**config.mk**
```make
export PLATFORM = sky130hd
export DESIGN_NAME = multicycle_controller
export DESIGN_NICKNAME = d
export VERILOG_FILES = /design/src/rtl/multicycle_controller.sv
export SDC_FILE = /design/constraint.sdc
export NUM_CORES = 1
export LEC_CHECK = 0
export ABC_AREA = 1
export BUFFER_PORTS_ARGS = -buffer_cell sky130_fd_sc_hd__buf_4
export CORE_UTILIZATION = 43
export DETAILED_ROUTE_END_ITERATION = 7
export PLACE_DENSITY = 0.75
export SETUP_SLACK_MARGIN = 0.05
export SLEW_MARGIN = 20
export SYNTH_ARGS = -nofsm -noshare
export SYNTH_HDL_FRONTEND = slang
export SYNTH_SLANG_ARGS = --single-unit
```
**constraint.sdc**
```tcl
create_clock -name clk -period 1.4 [get_ports clk]
set_input_delay 0.28 -clock clk [delete_from_list [all_inputs] [get_ports clk]]
set_output_delay 0.28 -clock clk [all_outputs]
set_load 0.005 [all_outputs]
```
**src/rtl/multicycle_controller.sv**
```systemverilog
// multicycle_controller: FSM sequencer for a multi-cycle RV32I datapath
// that shares one ALU and one unified memory port.
// Inputs : clk, rst (sync, active high), opcode, funct3, funct7_5,
//          zero (ALU result == 0), mem_ready (memory access completes)
// Outputs: pc_wr_en, ir_wr_en, adr_src, mem_rd_en, mem_wr_en, reg_wr_en,
//          imm_src, alu_src_a, alu_src_b, alu_control, result_src,
//          illegal_instr, instr_done, state_o (debug view of the state)
module multicycle_controller #(
   parameter int STATE_W = 4
) (
   input  logic               clk,
   input  logic               rst,
   input  logic [6:0]         opcode,
   input  logic [2:0]         funct3,
   input  logic               funct7_5,
   input  logic               zero,
   input  logic               mem_ready,
   output logic               pc_wr_en,
   output logic               ir_wr_en,
   output logic               adr_src,
   output logic               mem_rd_en,
   output logic               mem_wr_en,
   output logic               reg_wr_en,
   output logic [2:0]         imm_src,
   output logic [1:0]         alu_src_a,
   output logic [1:0]         alu_src_b,
   output logic [3:0]         alu_control,
   output logic [1:0]         result_src,
   output logic               illegal_instr,
   output logic               instr_done,
   output logic [STATE_W-1:0] state_o
);

   typedef enum logic [3:0] {
      FETCH    = 4'd0,
      DECODE   = 4'd1,
      MEM_ADR  = 4'd2,
      MEM_RD   = 4'd3,
      MEM_WB   = 4'd4,
      MEM_WR   = 4'd5,
      EXEC_R   = 4'd6,
      EXEC_I   = 4'd7,
      ALU_WB   = 4'd8,
      BRANCH   = 4'd9,
      JAL      = 4'd10,
      JALR_ADR = 4'd11,
      JALR_PC  = 4'd12,
      LUI      = 4'd13
   } state_t;

   localparam logic [3:0] ALU_ADD  = 4'b0000;
   localparam logic [3:0] ALU_SUB  = 4'b0001;
   localparam logic [3:0] ALU_AND  = 4'b0010;
   localparam logic [3:0] ALU_OR   = 4'b0011;
   localparam logic [3:0] ALU_XOR  = 4'b0100;
   localparam logic [3:0] ALU_SLL  = 4'b0101;
   localparam logic [3:0] ALU_SRL  = 4'b0110;
   localparam logic [3:0] ALU_SRA  = 4'b0111;
   localparam logic [3:0] ALU_SLT  = 4'b1000;
   localparam logic [3:0] ALU_SLTU = 4'b1001;

   localparam logic [6:0] OP_LOAD  = 7'b0000011;
   localparam logic [6:0] OP_STORE = 7'b0100011;
   localparam logic [6:0] OP_R     = 7'b0110011;
   localparam logic [6:0] OP_I     = 7'b0010011;
   localparam logic [6:0] OP_BR    = 7'b1100011;
   localparam logic [6:0] OP_JAL   = 7'b1101111;
   localparam logic [6:0] OP_JALR  = 7'b1100111;
   localparam logic [6:0] OP_LUI   = 7'b0110111;
   localparam logic [6:0] OP_AUIPC = 7'b0010111;

   state_t state;
   state_t next;
   logic   taken;

   // funct7_5 selects SUB only for register ops; for immediates it is
   // part of the immediate except on the shift-right encoding.
   function automatic logic [3:0] alu_op(input logic [2:0] f3,
                                         input logic       f7,
                                         input logic       is_r);
      logic [3:0] op;
      case (f3)
         3'b000:  op = (is_r && f7) ? ALU_SUB : ALU_ADD;
         3'b001:  op = ALU_SLL;
         3'b010:  op = ALU_SLT;
         3'b011:  op = ALU_SLTU;
         3'b100:  op = ALU_XOR;
         3'b101:  op = f7 ? ALU_SRA : ALU_SRL;
         3'b110:  op = ALU_OR;
         default: op = ALU_AND;
      endcase
      return op;
   endfunction

   always_ff @(posedge clk) begin
      if (rst) state <= FETCH;
      else     state <= next;
   end

   always_comb begin
      case (opcode)
         OP_STORE:         imm_src = 3'b001;
         OP_BR:            imm_src = 3'b010;
         OP_LUI, OP_AUIPC: imm_src = 3'b011;
         OP_JAL:           imm_src = 3'b100;
         default:          imm_src = 3'b000;
      endcase
   end

   // Branch compare: SUB for equality, SLT/SLTU result in zero flag.
   always_comb begin
      case (funct3)
         3'b000:  taken = zero;
         3'b001:  taken = !zero;
         3'b100:  taken = !zero;
         3'b101:  taken = zero;
         3'b110:  taken = !zero;
         3'b111:  taken = zero;
         default: taken = 1'b0;
      endcase
   end

   always_comb begin
      next          = state;
      pc_wr_en      = 1'b0;
      ir_wr_en      = 1'b0;
      adr_src       = 1'b0;
      mem_rd_en     = 1'b0;
      mem_wr_en     = 1'b0;
      reg_wr_en     = 1'b0;
      alu_src_a     = 2'b00;
      alu_src_b     = 2'b00;
      alu_control   = ALU_ADD;
      result_src    = 2'b00;
      illegal_instr = 1'b0;
      instr_done    = 1'b0;

      unique case (state)
         FETCH: begin
            mem_rd_en  = 1'b1;
            alu_src_b  = 2'b10;
            result_src = 2'b10;
            if (mem_ready) begin
               ir_wr_en = 1'b1;
               pc_wr_en = 1'b1;
               next     = DECODE;
            end
         end
         DECODE: begin
            alu_src_a = 2'b01;
            alu_src_b = 2'b01;
            case (opcode)
               OP_LOAD, OP_STORE: next = MEM_ADR;
               OP_R:              next = EXEC_R;
               OP_I:              next = EXEC_I;
               OP_BR:             next = BRANCH;
               OP_JAL:            next = JAL;
               OP_JALR:           next = JALR_ADR;
               OP_LUI:            next = LUI;
               OP_AUIPC:          next = ALU_WB;
               default: begin
                  illegal_instr = 1'b1;
                  instr_done    = 1'b1;
                  next          = FETCH;
               end
            endcase
         end
         MEM_ADR: begin
            alu_src_a = 2'b10;
            alu_src_b = 2'b01;
            next      = opcode[5] ? MEM_WR : MEM_RD;
         end
         MEM_RD: begin
            adr_src   = 1'b1;
            mem_rd_en = 1'b1;
            if (mem_ready) next = MEM_WB;
         end
         MEM_WB: begin
            result_src = 2'b01;
            reg_wr_en  = 1'b1;
            instr_done = 1'b1;
            next       = FETCH;
         end
         MEM_WR: begin
            adr_src   = 1'b1;
            mem_wr_en = 1'b1;
            if (mem_ready) begin
               instr_done = 1'b1;
               next       = FETCH;
            end
         end
         EXEC_R: begin
            alu_src_a   = 2'b10;
            alu_control = alu_op(funct3, funct7_5, 1'b1);
            next        = ALU_WB;
         end
         EXEC_I: begin
            alu_src_a   = 2'b10;
            alu_src_b   = 2'b01;
            alu_control = alu_op(funct3, funct7_5, 1'b0);
            next        = ALU_WB;
         end
         ALU_WB: begin
            reg_wr_en  = 1'b1;
            instr_done = 1'b1;
            next       = FETCH;
         end
         BRANCH: begin
            alu_src_a = 2'b10;
            case (funct3)
               3'b100, 3'b101: alu_control = ALU_SLT;
               3'b110, 3'b111: alu_control = ALU_SLTU;
               default:        alu_control = ALU_SUB;
            endcase
            pc_wr_en   = taken;
            instr_done = 1'b1;
            next       = FETCH;
         end
         JAL, JALR_PC: begin
            // PC takes the target from alu_out while the ALU
            // forms old_pc+4 as the link value.
            alu_src_a = 2'b01;
            alu_src_b = 2'b10;
            pc_wr_en  = 1'b1;
            next      = ALU_WB;
         end
         JALR_ADR: begin
            alu_src_a = 2'b10;
            alu_src_b = 2'b01;
            next      = JALR_PC;
         end
         LUI: begin
            result_src = 2'b11;
            reg_wr_en  = 1'b1;
            instr_done = 1'b1;
            next       = FETCH;
         end
         default: next = FETCH;
      endcase

      // Reset must suppress any write or pulse in the current cycle.
      if (rst) begin
         pc_wr_en      = 1'b0;
         ir_wr_en      = 1'b0;
         mem_rd_en     = 1'b0;
         mem_wr_en     = 1'b0;
         reg_wr_en     = 1'b0;
         illegal_instr = 1'b0;
         instr_done    = 1'b0;
      end
   end

   assign state_o = STATE_W'(state);

endmodule

```
==> flow_summary_export.csv, run 1 <==
group,metric,value,unit
clock_tree,htreeDepth,1,
place,dpl.hpwl,2.092,mm
place,place_area,0.001301,mm²
yosys,ys_types,25,
place,pre_cts_ws,-159.2,ps
yosys,synth-seq-cells,4,
yosys,avgSynthCellArea,5.013,µm²
floorplanning,row_count,14,
clock_tree,clock_sinks,4,
status,status,"did not finish",
place,io_buffer_count,39,
clock_tree,cts_setup_buffers,11,
yosys,synthCells,144,
clock_tree,hold_buffers,0,
floorplanning,io_pins,40,
status,error,"[ERROR DPL-0038] Utilization greater than 100%, impossible to legalize",
floorplanning,die_height,42.98,µm
yosys,synth_fp_nets,159,
floorplanning,die_w,42.98,µm
floorplanning,start_util,46.83,%
clock_tree,numCtsBuffers,3,
clock_tree,clock-root-buffer,"clkbuf_4",
status,haltStage,"4_1_cts",
yosys,ys_warn_count,0,
yosys,ys_seq_area_share,11.09,%
clock_tree,clock_path_buffers,2,
yosys,netlist_area,721.9,µm²
clock_tree,cts_resized,57,
place,gp_congestion,0.8771,
synthesized netlist by cell type (all sizes together):
cell	n	area (µm²)
a21o	1	7.510
a21oi	7	38.79
a31oi	1	6.260
and2	1	6.260
buf	2	15.01
dfxtp	4	80.08
inv	29	108.9
nand2	45	173.9
nand3	13	75.07
nand4	1	6.260
nor2	22	100.1
nor3	5	25.02
o211ai	2	15.01
o21ai	7	35.03
o21bai	1	7.510
o22ai	1	6.260
o311ai	1	8.760
or3	1	6.260
through the flow:
stage	TNS (ps)	cells	hold slack, ps
after floorplan	0	144	504.7
after global placement	-423.7	233	521.7
after detailed placement	-740.6	233	525.8
kinds of logic after synthesis:
group	Yosys count	share of synthesized area, %
buffers and inverters	31	17.16
AOI/OAI and AO/OA	21	17.33
and+or+nand+nor	88	54.42
DFF	4	11.09
==> inputs of run 2 (changes only) <==
--- a/config.mk
+++ b/config.mk
@@ -7,10 +7,10 @@
 export LEC_CHECK = 0
 export ABC_AREA = 1
 export BUFFER_PORTS_ARGS = -buffer_cell sky130_fd_sc_hd__buf_4
-export CORE_UTILIZATION = 43
+export CORE_AREA = 2 2 63 65
 export DETAILED_ROUTE_END_ITERATION = 7
-export PLACE_DENSITY = 0.75
-export SETUP_SLACK_MARGIN = 0.05
+export DIE_AREA = 0 0 65 67
+export PLACE_DENSITY_LB_ADDON = 0.15
 export SLEW_MARGIN = 20
 export SYNTH_ARGS = -nofsm -noshare
 export SYNTH_HDL_FRONTEND = slang
==> run 2 against run 1 <==
Against the previous run: the flow now finishes, with violations (negative setup slack); synthesized area did not move; synthesized cell count did not move.
==> flow_summary_export.csv, run 2 <==
group,metric,value,unit
timing,skew,1.402,ps
pwr,clkPwrFrac,32.4,%
pwr,power_frac_comb,50.6,%
finish,final_cell_mix,"buf_4, nand2_1, inv_1",
place,io_buffer_count,39,
finish,mostFrequentLayoutCell,"buf_4",
routing,via_per_inst,4.262,
flow_run,maxCapViolations,0,
yosys,ys_async_sr_fraction,0,%
finish,post-route-util,49.03,%
yosys,synthSimpleGateAreaFrac,54.42,%
global_route,grt_max_degree,11,
routing,antenna_left,0,
pwr,p_sw_share,31.87,%
floorplanning,io_pins,40,
global_route,grt_pass1_wl,5.009,mm
yosys,netlist_area,721.9,µm²
critical_path,critical_path_class,"reg2out",
floorplanning,row_count,22,
critical_path,crit_arrival,1440,ps
routing,dr.pass1.iters,4,
routing,drc,0,
floorplanning,coreArea,0.003606,mm²
routing,wire_per_inst,10.58,µm
finish,drive_gt1_share,64.29,%
global_route,grt_usage,14.31,%
yosys,synth-seq-cells,4,
finish,fillerInstances,381,
finish,antennaDiodeCount,0,
timing,setup_viol,18,
yosys,synthTopCellsByCount,"nand2_1, inv_1, nor2_1",
place,post-place-cells,273,
yosys,netlist.top_cell.by_area,"nand2_1",
pwr,sequentialPowerShare,16.9,%
yosys,synth_top_flop_cell,"dfxtp_1",
timing,fin_crit,1715,ps
floorplanning,start_util,20.02,%
critical_path,worstPathMaxFanout,6,
place,gp_congestion,0.7837,
timing,layout_setup_ws,-315.4,ps
floorplanning,die_height,67,µm
yosys,ys_warn_count,0,
global_route,grt_pass1_vias,1191,
routing,wl,3.026,mm
yosys,synth_top_family_by_area,"simple AND/OR/NAND/NOR gates",
yosys,ys_types,25,
worst_hold_path,hp-class,"in2reg",
critical_path,slowest_delay,360,ps
yosys,synth_compound_area_share,17.33,%
global_route,antenna_found_initial,0,
clock_tree,htreeDepth,1,
yosys,yosys.area_share.xor_xnor,0,%
timing,max_clock_freq,582.9,MHz
yosys,ys_seq_area_share,11.09,%
timing,slew-limit-headroom,74.12,%
yosys,yosysTopAreaCellShare,22.36,%
critical_path,crit_path_cell_trace,"buf_6, nor2_4, nand2_1, or3_4, o311ai_4, buf_4",
timing,hold_viol,0,
finish,layout.nets,255,
clock_tree,clock_path_buffers,2,
timing,worstMarginPinSlew,384.2,ps
clock_tree,clock-root-buffer,"clkbuf_8",
finish,area_growth,144.9,%
timing,timing.setup.tns,-3283,ps
place,place_area,0.001390,mm²
yosys,synth.area.mux_share,0,%
pwr,p_int,0.0005034,W
critical_path,required,1120,ps
routing,drtIter0Drc,43,
critical_path,cp-start-kind,"flop",
clock_tree,clock_sinks,4,
pwr,p_total,0.0007388,W
routing,vias,1219,
status,violations,"negative setup slack",
timing,fin_crit_sh,122.5,%
yosys,synth-edff-count,0,
yosys,synthCells,144,
yosys,synth_area_leaders,"nand2_1, inv_1, dfxtp_1",
pwr,switching_power,0.0002355,W
place,dpl.hpwl,2.376,mm
clock_tree,clk_latency,210,ps
yosys,avgSynthCellArea,5.013,µm²
floorplanning,dieArea,0.004355,mm²
clock_tree,numCtsBuffers,3,
finish,final_area,0.001768,mm²
finish,largest_reg_flops,4,
yosys,synth_fa_ha_area_share,0,%
status,status,"finished, violations left",
clock_tree,hold_buffers,0,
global_route,grt.overflow.total,0,
clock_tree,clkSlewWorstSetupHoldPaths,30,ps
yosys,synth_fp_nets,159,
pwr,peakVddDrop,0.0002533,V
pwr,power_density,417.9,mW/mm²
pwr,leakage,0.9636,nW
timing,drv_slew,0,
critical_path,slowest_stage,"dfxtp_4",
critical_path,end_kind,"primary output",
finish,fin_cells,286,
yosys,yosysMostFrequentCell,"nand2_1",
clock_tree,cts_tree,"done",
floorplanning,die_w,65,µm
timing,grt_setup_unrepaired,"true",
## run 2: cell counts after synthesis
Identical to the previous run, type by type.
## run 2: cell families after synthesis
| group | count (synthesis) |
|---|---|
| and+or+nand+nor | 88 |
| buffers and inverters | 31 |
| AOI/OAI and AO/OA | 21 |
| DFF | 4 |
## run 2: path summary, 6_finish.rpt
check        startpoint              to  slack [ps]  depth (start not counted)
min reg2reg  state_o[0]      state_o[0]         670                          3
max reg2reg  state_o[0]      state_o[0]          10                         11
min                 rst      state_o[2]         310                          2
max          state_o[0]  alu_control[0]        -320                          6
## run 2: timing repair
item,4_1_cts,5_1_grt
hold endpoints to repair,0,0
gates resized for setup,39,44
gates cloned,0,0
pin swaps,5,13
setup endpoints to repair,23,23
buffers inserted,2,10
## run 2: power by group through the flow
stage	combinational [W]	sequential [W]	clock [W]
2_1_floorplan	0.000111	0.000127	0
3_3_place_gp	0.000293	0.000128	0
6_report	0.000374	0.000125	0.000239
5_1_grt	0.000410	0.000126	0.000260
3_5_place_dp	0.000297	0.000129	0
4_1_cts	0.000325	0.000128	0.000248
## run 2: per-layer routing
layer / GRT usage, % / vias to the layer above / routed length (µm)
li1: - / 651 / -
met1: 16.92 / 532 / 1272
met2: 27.84 / 36 / 1618
met3: 2.196 / 0 / 135
met4: 1.330 / 0 / 0
met5: 0 / - / 0
## run 2: cell type report
class | count | area, µm² | area share [%]
Tap cell | 48 | 60.06 | 3.397
Sequential cell | 4 | 95.09 | 5.379
Inverter | 29 | 121.4 | 6.865
Multi-Input combinational cell | 109 | 714.4 | 40.41
Timing Repair Buffer | 93 | 735.7 | 41.61
Clock buffer | 3 | 41.29 | 2.335
## run 2: per-stage QoR
step	worst slack (ps)	hold slack (ps)
floorplan	8.721	544.5
global placement	-203.7	522.8
detailed placement	-224.4	531.3
CTS	-305.6	298.9
global route	-452.2	310.8
finish	-315.4	307.3
## run 2: worst max-delay path, delay by kind of cell (launching register included)
kind	cells	cell delay (ps)
simple gates	3	520
flops	1	360
buf+inv	2	270
compound gates	1	70
No activity file was read; power rests on OpenSTA's default activity.
==> inputs of run 3 (changes only) <==
--- a/config.mk
+++ b/config.mk
@@ -11,6 +11,7 @@
 export DETAILED_ROUTE_END_ITERATION = 7
 export DIE_AREA = 0 0 65 67
 export PLACE_DENSITY_LB_ADDON = 0.15
+export SKIP_LAST_GASP = 1
 export SLEW_MARGIN = 20
 export SYNTH_ARGS = -nofsm -noshare
 export SYNTH_HDL_FRONTEND = slang
==> run 3 against run 2 <==
Against the previous run: the run still ends with negative setup slack left; total power grew 2.1%; routed wire length grew 1.4%; clock power is essentially flat; register-to-register slack gained 40 ps; non-clock buffer count grew 1; clock skew is essentially flat; clock-buffer cell count is the same; global-route usage is the same; sequential cell count is the same; fmax shrank 0.76%; design area grew 2.7%; largest cell class unchanged.
==> flow_summary_export.csv, run 3 (same netlist as run 2, synthesis figures left out) <==
group,metric,value,unit
finish,antennaDiodeCount,0,
timing,holdWs,308.3,ps
critical_path,ff2ff_setup_slack,50,ps
critical_path,crit_path_cell_trace,"buf_6, nor2_4, nand2_1, or3_4, o311ai_4, buf_4",
critical_path,slowest_delay,360,ps
critical_path,worstPathMaxFanout,6,
clock_tree,clock-root-buffer,"clkbuf_8",
timing,timing.setup.tns,-3432,ps
clock_tree,clkSlewWorstSetupHoldPaths,30,ps
routing,antenna_left,0,
place,place_area,0.001390,mm²
place,dpl.hpwl,2.376,mm
status,status,"finished, violations left",
critical_path,end_kind,"primary output",
place,gp_congestion,0.7837,
timing,worstMarginPinSlew,384.5,ps
routing,wl,3.068,mm
routing,drtIter0Drc,42,
status,violations,"negative setup slack",
pwr,peakVddDrop,0.0002542,V
global_route,met3_usage,2.196,%
timing,skew,1.121,ps
floorplanning,io_pins,40,
critical_path,crit_arrival,1450,ps
critical_path,critical_path_class,"reg2out",
timing,max_clock_freq,578.5,MHz
worst_hold_path,hp-class,"in2reg",
critical_path,worstSetupPathDepth,6,
finish,drive_gt1_share,64.44,%
clock_tree,clock_path_buffers,2,
timing,slew-limit-headroom,74.10,%
floorplanning,row_count,22,
global_route,grt_pass1_vias,1191,
global_route,grt_pass1_wl,5.009,mm
global_route,grt_max_degree,11,
floorplanning,die_height,67,µm
finish,layout.nets,256,
global_route,use_met2,27.84,%
pwr,leakage,0.9942,nW
routing,drc,0,
critical_path,reg2regPathDepth,12,
timing,setup_viol,18,
critical_path,crit_buf_inv,2,
routing,vias,1217,
critical_path,slowest_stage,"dfxtp_4",
timing,hold_viol,0,
clock_tree,cts_tree,"done",
critical_path,crit_path_end,"alu_control[0]",
worst_hold_path,min_path_cells,2,
finish,final_cell_mix,"buf_4, nand2_1, inv_1",
floorplanning,die_w,65,µm
global_route,antenna_found_initial,0,
finish,register_area,95.09,µm²
place,pre_cts_ws,-224.4,ps
floorplanning,dieArea,0.004355,mm²
critical_path,cp-start-kind,"flop",
finish,multiInputGateArea,735.7,µm²
critical_path,r2r-start,"state_o[0]",
finish,final_area,0.001815,mm²
global_route,grt.overflow.total,0,
finish,mostFrequentLayoutCell,"buf_4",
pwr,power_density,415.3,mW/mm²
routing,via_per_inst,4.240,
floorplanning,coreArea,0.003606,mm²
routing,dr.pass1.iters,4,
clock_tree,numCtsBuffers,3,
timing,fin_crit_sh,123.5,%
place,io_buffer_count,39,
critical_path,worstReg2RegEnd,"state_o[1]",
global_route,grt_usage,14.31,%
flow_run,maxCapViolations,0,
critical_path,cp_top_family,"simple AND/OR/NAND/NOR gates",
critical_path,required,1120,ps
clock_tree,htreeDepth,1,
critical_path,cp-startpoint,"state_o[0]",
clock_tree,clk_latency,210,ps
timing,grt_setup_unrepaired,"true",
clock_tree,clock_sinks,4,
timing,layout_setup_ws,-328.6,ps
finish,area_growth,151.5,%
timing,fin_crit,1729,ps
finish,fillerInstances,376,
timing,drv_slew,0,
global_route,grtUsageMet1,16.92,%
finish,largest_reg_flops,4,
floorplanning,start_util,20.02,%
global_route,grt-busiest-layer,"met2",
routing,wire_per_inst,10.69,µm
[run 3: cell types whose count changed in the layout (fill, tap and decap cells not counted), sizes merged]
cell  before  now
buf       93   94
[run 3: report_power, final]
group	switching, W	internal, W	total (W)
combinational	0.000175	0.000214	0.000389
clock	0.0000570	0.000183	0.000240
sequential	0.0000106	0.000115	0.000125
[run 3: worst min-delay path by stage]
stage / start / endpoint
5_1_grt: rst / state_o[2]
3_5_place_dp: rst / state_o[0]
6_report: rst / state_o[2]
3_3_place_gp: rst / state_o[0]
2_1_floorplan: state_o[0] / state_o[0]
4_1_cts: rst / state_o[0]
[run 3: per-stage QoR]
stage | utilization, % | total power [W] | instances
final | 50.35 | 0.0007540 | 287
after global routing | 50.35 | 0.0008094 | 287
after CTS | 43.20 | 0.0006994 | 278
after detailed placement | 38.55 | 0.0004259 | 273
after global placement | 38.55 | 0.0004212 | 273
after floorplan | - | 0.0002379 | 144
[run 3: area by class of cell]
| class | count | share of cell area (%) |
|---|---|---|
| timing repair buffer | 94 | 41.97 |
| multi-input combinational | 109 | 40.52 |
| inverter | 29 | 6.685 |
| sequential | 4 | 5.238 |
| clock buffer | 3 | 2.274 |
| tap | 48 | 3.308 |
[run 3: worst register-to-register path, cell delays in order (launching register included)]
cell and delay, ps:
dfxtp_4 390, inv_4 50, nor2_4 130, buf_4 130
nand3_2 60, buf_4 140, nand3_2 70, nand2_4 60
inv_2 60, nand2_1 60, nand3_2 70, nand2_1 50
inv_1 40
[run 3: repair_timing]
action,CTS,global route
setup endpoints to repair,23,23
gates resized for setup,38,54
setup buffers,2,12
hold endpoints to repair,0,0
gates cloned,0,0
pin swaps,5,18
hold buffers,0,0
[run 3: per-layer routing]
layer  wire, µm  part of all wire, %
met5          0                    0
met4         10                 0.33
met3        136                  4.4
met2       1634                   53
met1       1286                   42
==> inputs of run 4 (changes only) <==
--- a/config.mk
+++ b/config.mk
@@ -5,7 +5,6 @@
 export SDC_FILE = /design/constraint.sdc
 export NUM_CORES = 1
 export LEC_CHECK = 0
-export ABC_AREA = 1
 export BUFFER_PORTS_ARGS = -buffer_cell sky130_fd_sc_hd__buf_4
 export CORE_AREA = 2 2 63 65
 export DETAILED_ROUTE_END_ITERATION = 7
==> run 4 against run 3 <==
Against the previous run: critical endpoint is now pc_wr_en; clock power is 3% lower; routed wire length up 19%; the run still ends with negative setup slack left; worst hold slack improved by 58 ps; worst setup slack gained 50 ps; non-clock buffer count is 2 higher; sequential power is 6% lower; synthesized area up 13%; clock skew hardly changed; cell count is 8.4% lower; synthesized cell count decreased by 11%; utilization is 4.1 points higher; largest power group unchanged; combinational power shrank 14%.
==> flow_summary_export.csv, run 4 <==
group,metric,value,unit
finish,multiInputGateArea,937.1,µm²
finish,final_cell_mix,"buf_4, buf_6, a21oi_1",
finish,fillerInstances,336,
timing,setup_viol,20,
yosys,yosysMostFrequentCell,"a21oi_1",
global_route,antenna_found_initial,0,
yosys,ys_warn_count,0,
place,post-place-cells,242,
floorplanning,coreArea,0.003606,mm²
pwr,p_int,0.0004766,W
yosys,ys_seq_area_share,9.816,%
critical_path,crit_arrival,1400,ps
status,violations,"negative setup slack",
finish,register_area,95.09,µm²
critical_path,required,1120,ps
floorplanning,io_pins,40,
critical_path,cp-start-kind,"input port",
yosys,netlist_area,815.8,µm²
clock_tree,htreeDepth,1,
yosys,synthTopCellsByCount,"a21oi_1, nor2_1, o21ai_0",
clock_tree,numCtsBuffers,3,
clock_tree,clock_path_buffers,2,
timing,fin_crit,1679,ps
routing,via_per_inst,5.072,
pwr,peakVddDrop,0.0002740,V
finish,largest_reg_flops,4,
flow_run,maxCapViolations,0,
finish,fin_cells,263,
place,dpl.hpwl,2.612,mm
yosys,synth_top_flop_cell,"dfxtp_1",
global_route,grt_max_degree,13,
routing,drtIter0Drc,36,
finish,mostFrequentLayoutCell,"buf_4",
status,status,"finished, violations left",
critical_path,worstPathMaxFanout,2,
pwr,sequentialPowerShare,17.2,%
yosys,synthCells,128,
timing,hold_viol,0,
timing,max_clock_freq,595.8,MHz
timing,slew-limit-headroom,80.33,%
floorplanning,die_height,67,µm
yosys,netlist.top_cell.by_area,"dfxtp_1",
finish,drive_gt1_share,68.84,%
global_route,grt_pass1_vias,1286,
finish,antennaDiodeCount,0,
yosys,yosysTopAreaCellShare,9.816,%
place,io_buffer_count,39,
floorplanning,row_count,22,
routing,antenna_left,0,
pwr,p_total,0.0006835,W
pwr,power_density,348.2,mW/mm²
critical_path,end_kind,"primary output",
yosys,synth-seq-cells,4,
clock_tree,clk_latency,210,ps
global_route,grt.overflow.total,0,
floorplanning,start_util,22.62,%
timing,worstMarginPinSlew,292.0,ps
floorplanning,die_w,65,µm
clock_tree,clkSlewWorstSetupHoldPaths,30,ps
routing,dr.pass1.iters,4,
timing,fin_crit_sh,119.9,%
pwr,clkPwrFrac,34.0,%
global_route,grt_pass1_wl,5.692,mm
pwr,leakage,0.8100,nW
timing,drv_slew,0,
pwr,power_frac_comb,48.8,%
floorplanning,dieArea,0.004355,mm²
yosys,avgSynthCellArea,6.373,µm²
critical_path,critical_path_class,"in2out",
finish,layout.nets,232,
timing,layout_setup_ws,-278.5,ps
clock_tree,clock_sinks,4,
finish,area_growth,140.6,%
pwr,switching_power,0.0002070,W
routing,vias,1334,
timing,grt_setup_unrepaired,"true",
yosys,synth_fp_nets,143,
yosys,ys_types,42,
clock_tree,clock-root-buffer,"clkbuf_8",
yosys,ys_async_sr_fraction,0,%
worst_hold_path,hp-class,"in2reg",
routing,wl,3.642,mm
routing,wire_per_inst,13.85,µm
timing,skew,1.094,ps
place,gp_congestion,0.7967,
pwr,p_sw_share,30.28,%
clock_tree,cts_tree,"done",
yosys,synth_area_leaders,"dfxtp_1, a21oi_1, o21ai_0",
global_route,grt_usage,16.20,%
routing,drc,0,
yosys,synth-edff-count,0,
[run 4: cell types whose count changed in the layout (fill, tap and decap cells not counted), moves of 7 or more]
cell     previous run  this run
buf_6              15        22
inv_1              16         0
nand3_1             9         2
nor2_4             10         1
nand2_1            35         7
inv_2               8         0
a21oi_1             3        11
[run 4: per-layer routing]
metal / part of all wire, % / track usage, % / vias to the layer above
li1: - / - / 658
met1: 39 / 17.82 / 639
met2: 57 / 34.02 / 37
met3: 3.4 / 1.014 / 0
met4: 0 / 2.128 / 0
met5: 0 / 0 / -
[run 4: power groups by stage]
stage          sequential [W]  clock [W]  combinational, W
3_3_place_gp         0.000122          0          0.000230
3_5_place_dp         0.000122          0          0.000233
5_1_grt              0.000118   0.000241          0.000357
2_1_floorplan        0.000121          0          0.000108
6_report             0.000117   0.000233          0.000334
4_1_cts              0.000117   0.000237          0.000284
[run 4: stage by stage]
step	utilization, %	TNS (ps)	instance area [µm²]	setup slack [ps]	hold WS, ps
after floorplan	-	-105.0	830.8	-105.0	363.1
after global placement	38.65	-1462	1394	-305.7	576.8
after CTS	48.54	-3045	1750	-290.1	349.3
after global routing	54.44	-4262	1963	-324.6	375.0
after detailed placement	38.65	-1559	1394	-294.3	569.6
final	54.44	-3037	1963	-278.5	366.5
[run 4: final timing paths]
path                                   end        from  slack, ps  cells past startpoint
worst max-delay path              pc_wr_en   funct3[0]       -280                      6
worst max register to register  state_o[2]  state_o[3]       -120                      6
worst min-delay path            state_o[0]         rst        370                      2
worst min register to register  state_o[1]  state_o[3]        680                      2
[run 4: timing repair]
| item | in CTS | in global routing |
|---|---|---|
| endpoints found under the setup margin | 23 | 25 |
| endpoints found under the hold margin | 0 | 0 |
| buffers inserted | 13 | 6 |
| pin swaps | 14 | 15 |
| resized for setup | 58 | 34 |
| hold buffers | 0 | 0 |
[run 4: logic make-up (layout without fill, tap and decap cells)]
logic type	after synthesis	in the layout	synth area share (%)
AOI/OAI and AO/OA	47	47	37.42
and+or+nand+nor	58	58	38.34
buffers and inverters	15	102	10.12
DFF	4	4	9.816
xor gates and xnor gates	4	4	4.295
[run 4: worst max-delay path, cell delays in order]
cell and delay (ps):
buf_6 100, xnor2_2 130, or3_4 340, a2111oi_4 290, o31a_1 150, buf_4 100
[run 4: cell type report]
cell class                 count  share of cell area (%)
clock buffer                   3                   2.103
multi-input combinational    109                   47.74
timing repair buffer          96                   41.30
sequential                     4                   4.844
inverter                       3                  0.9560
tap                           48                   3.059
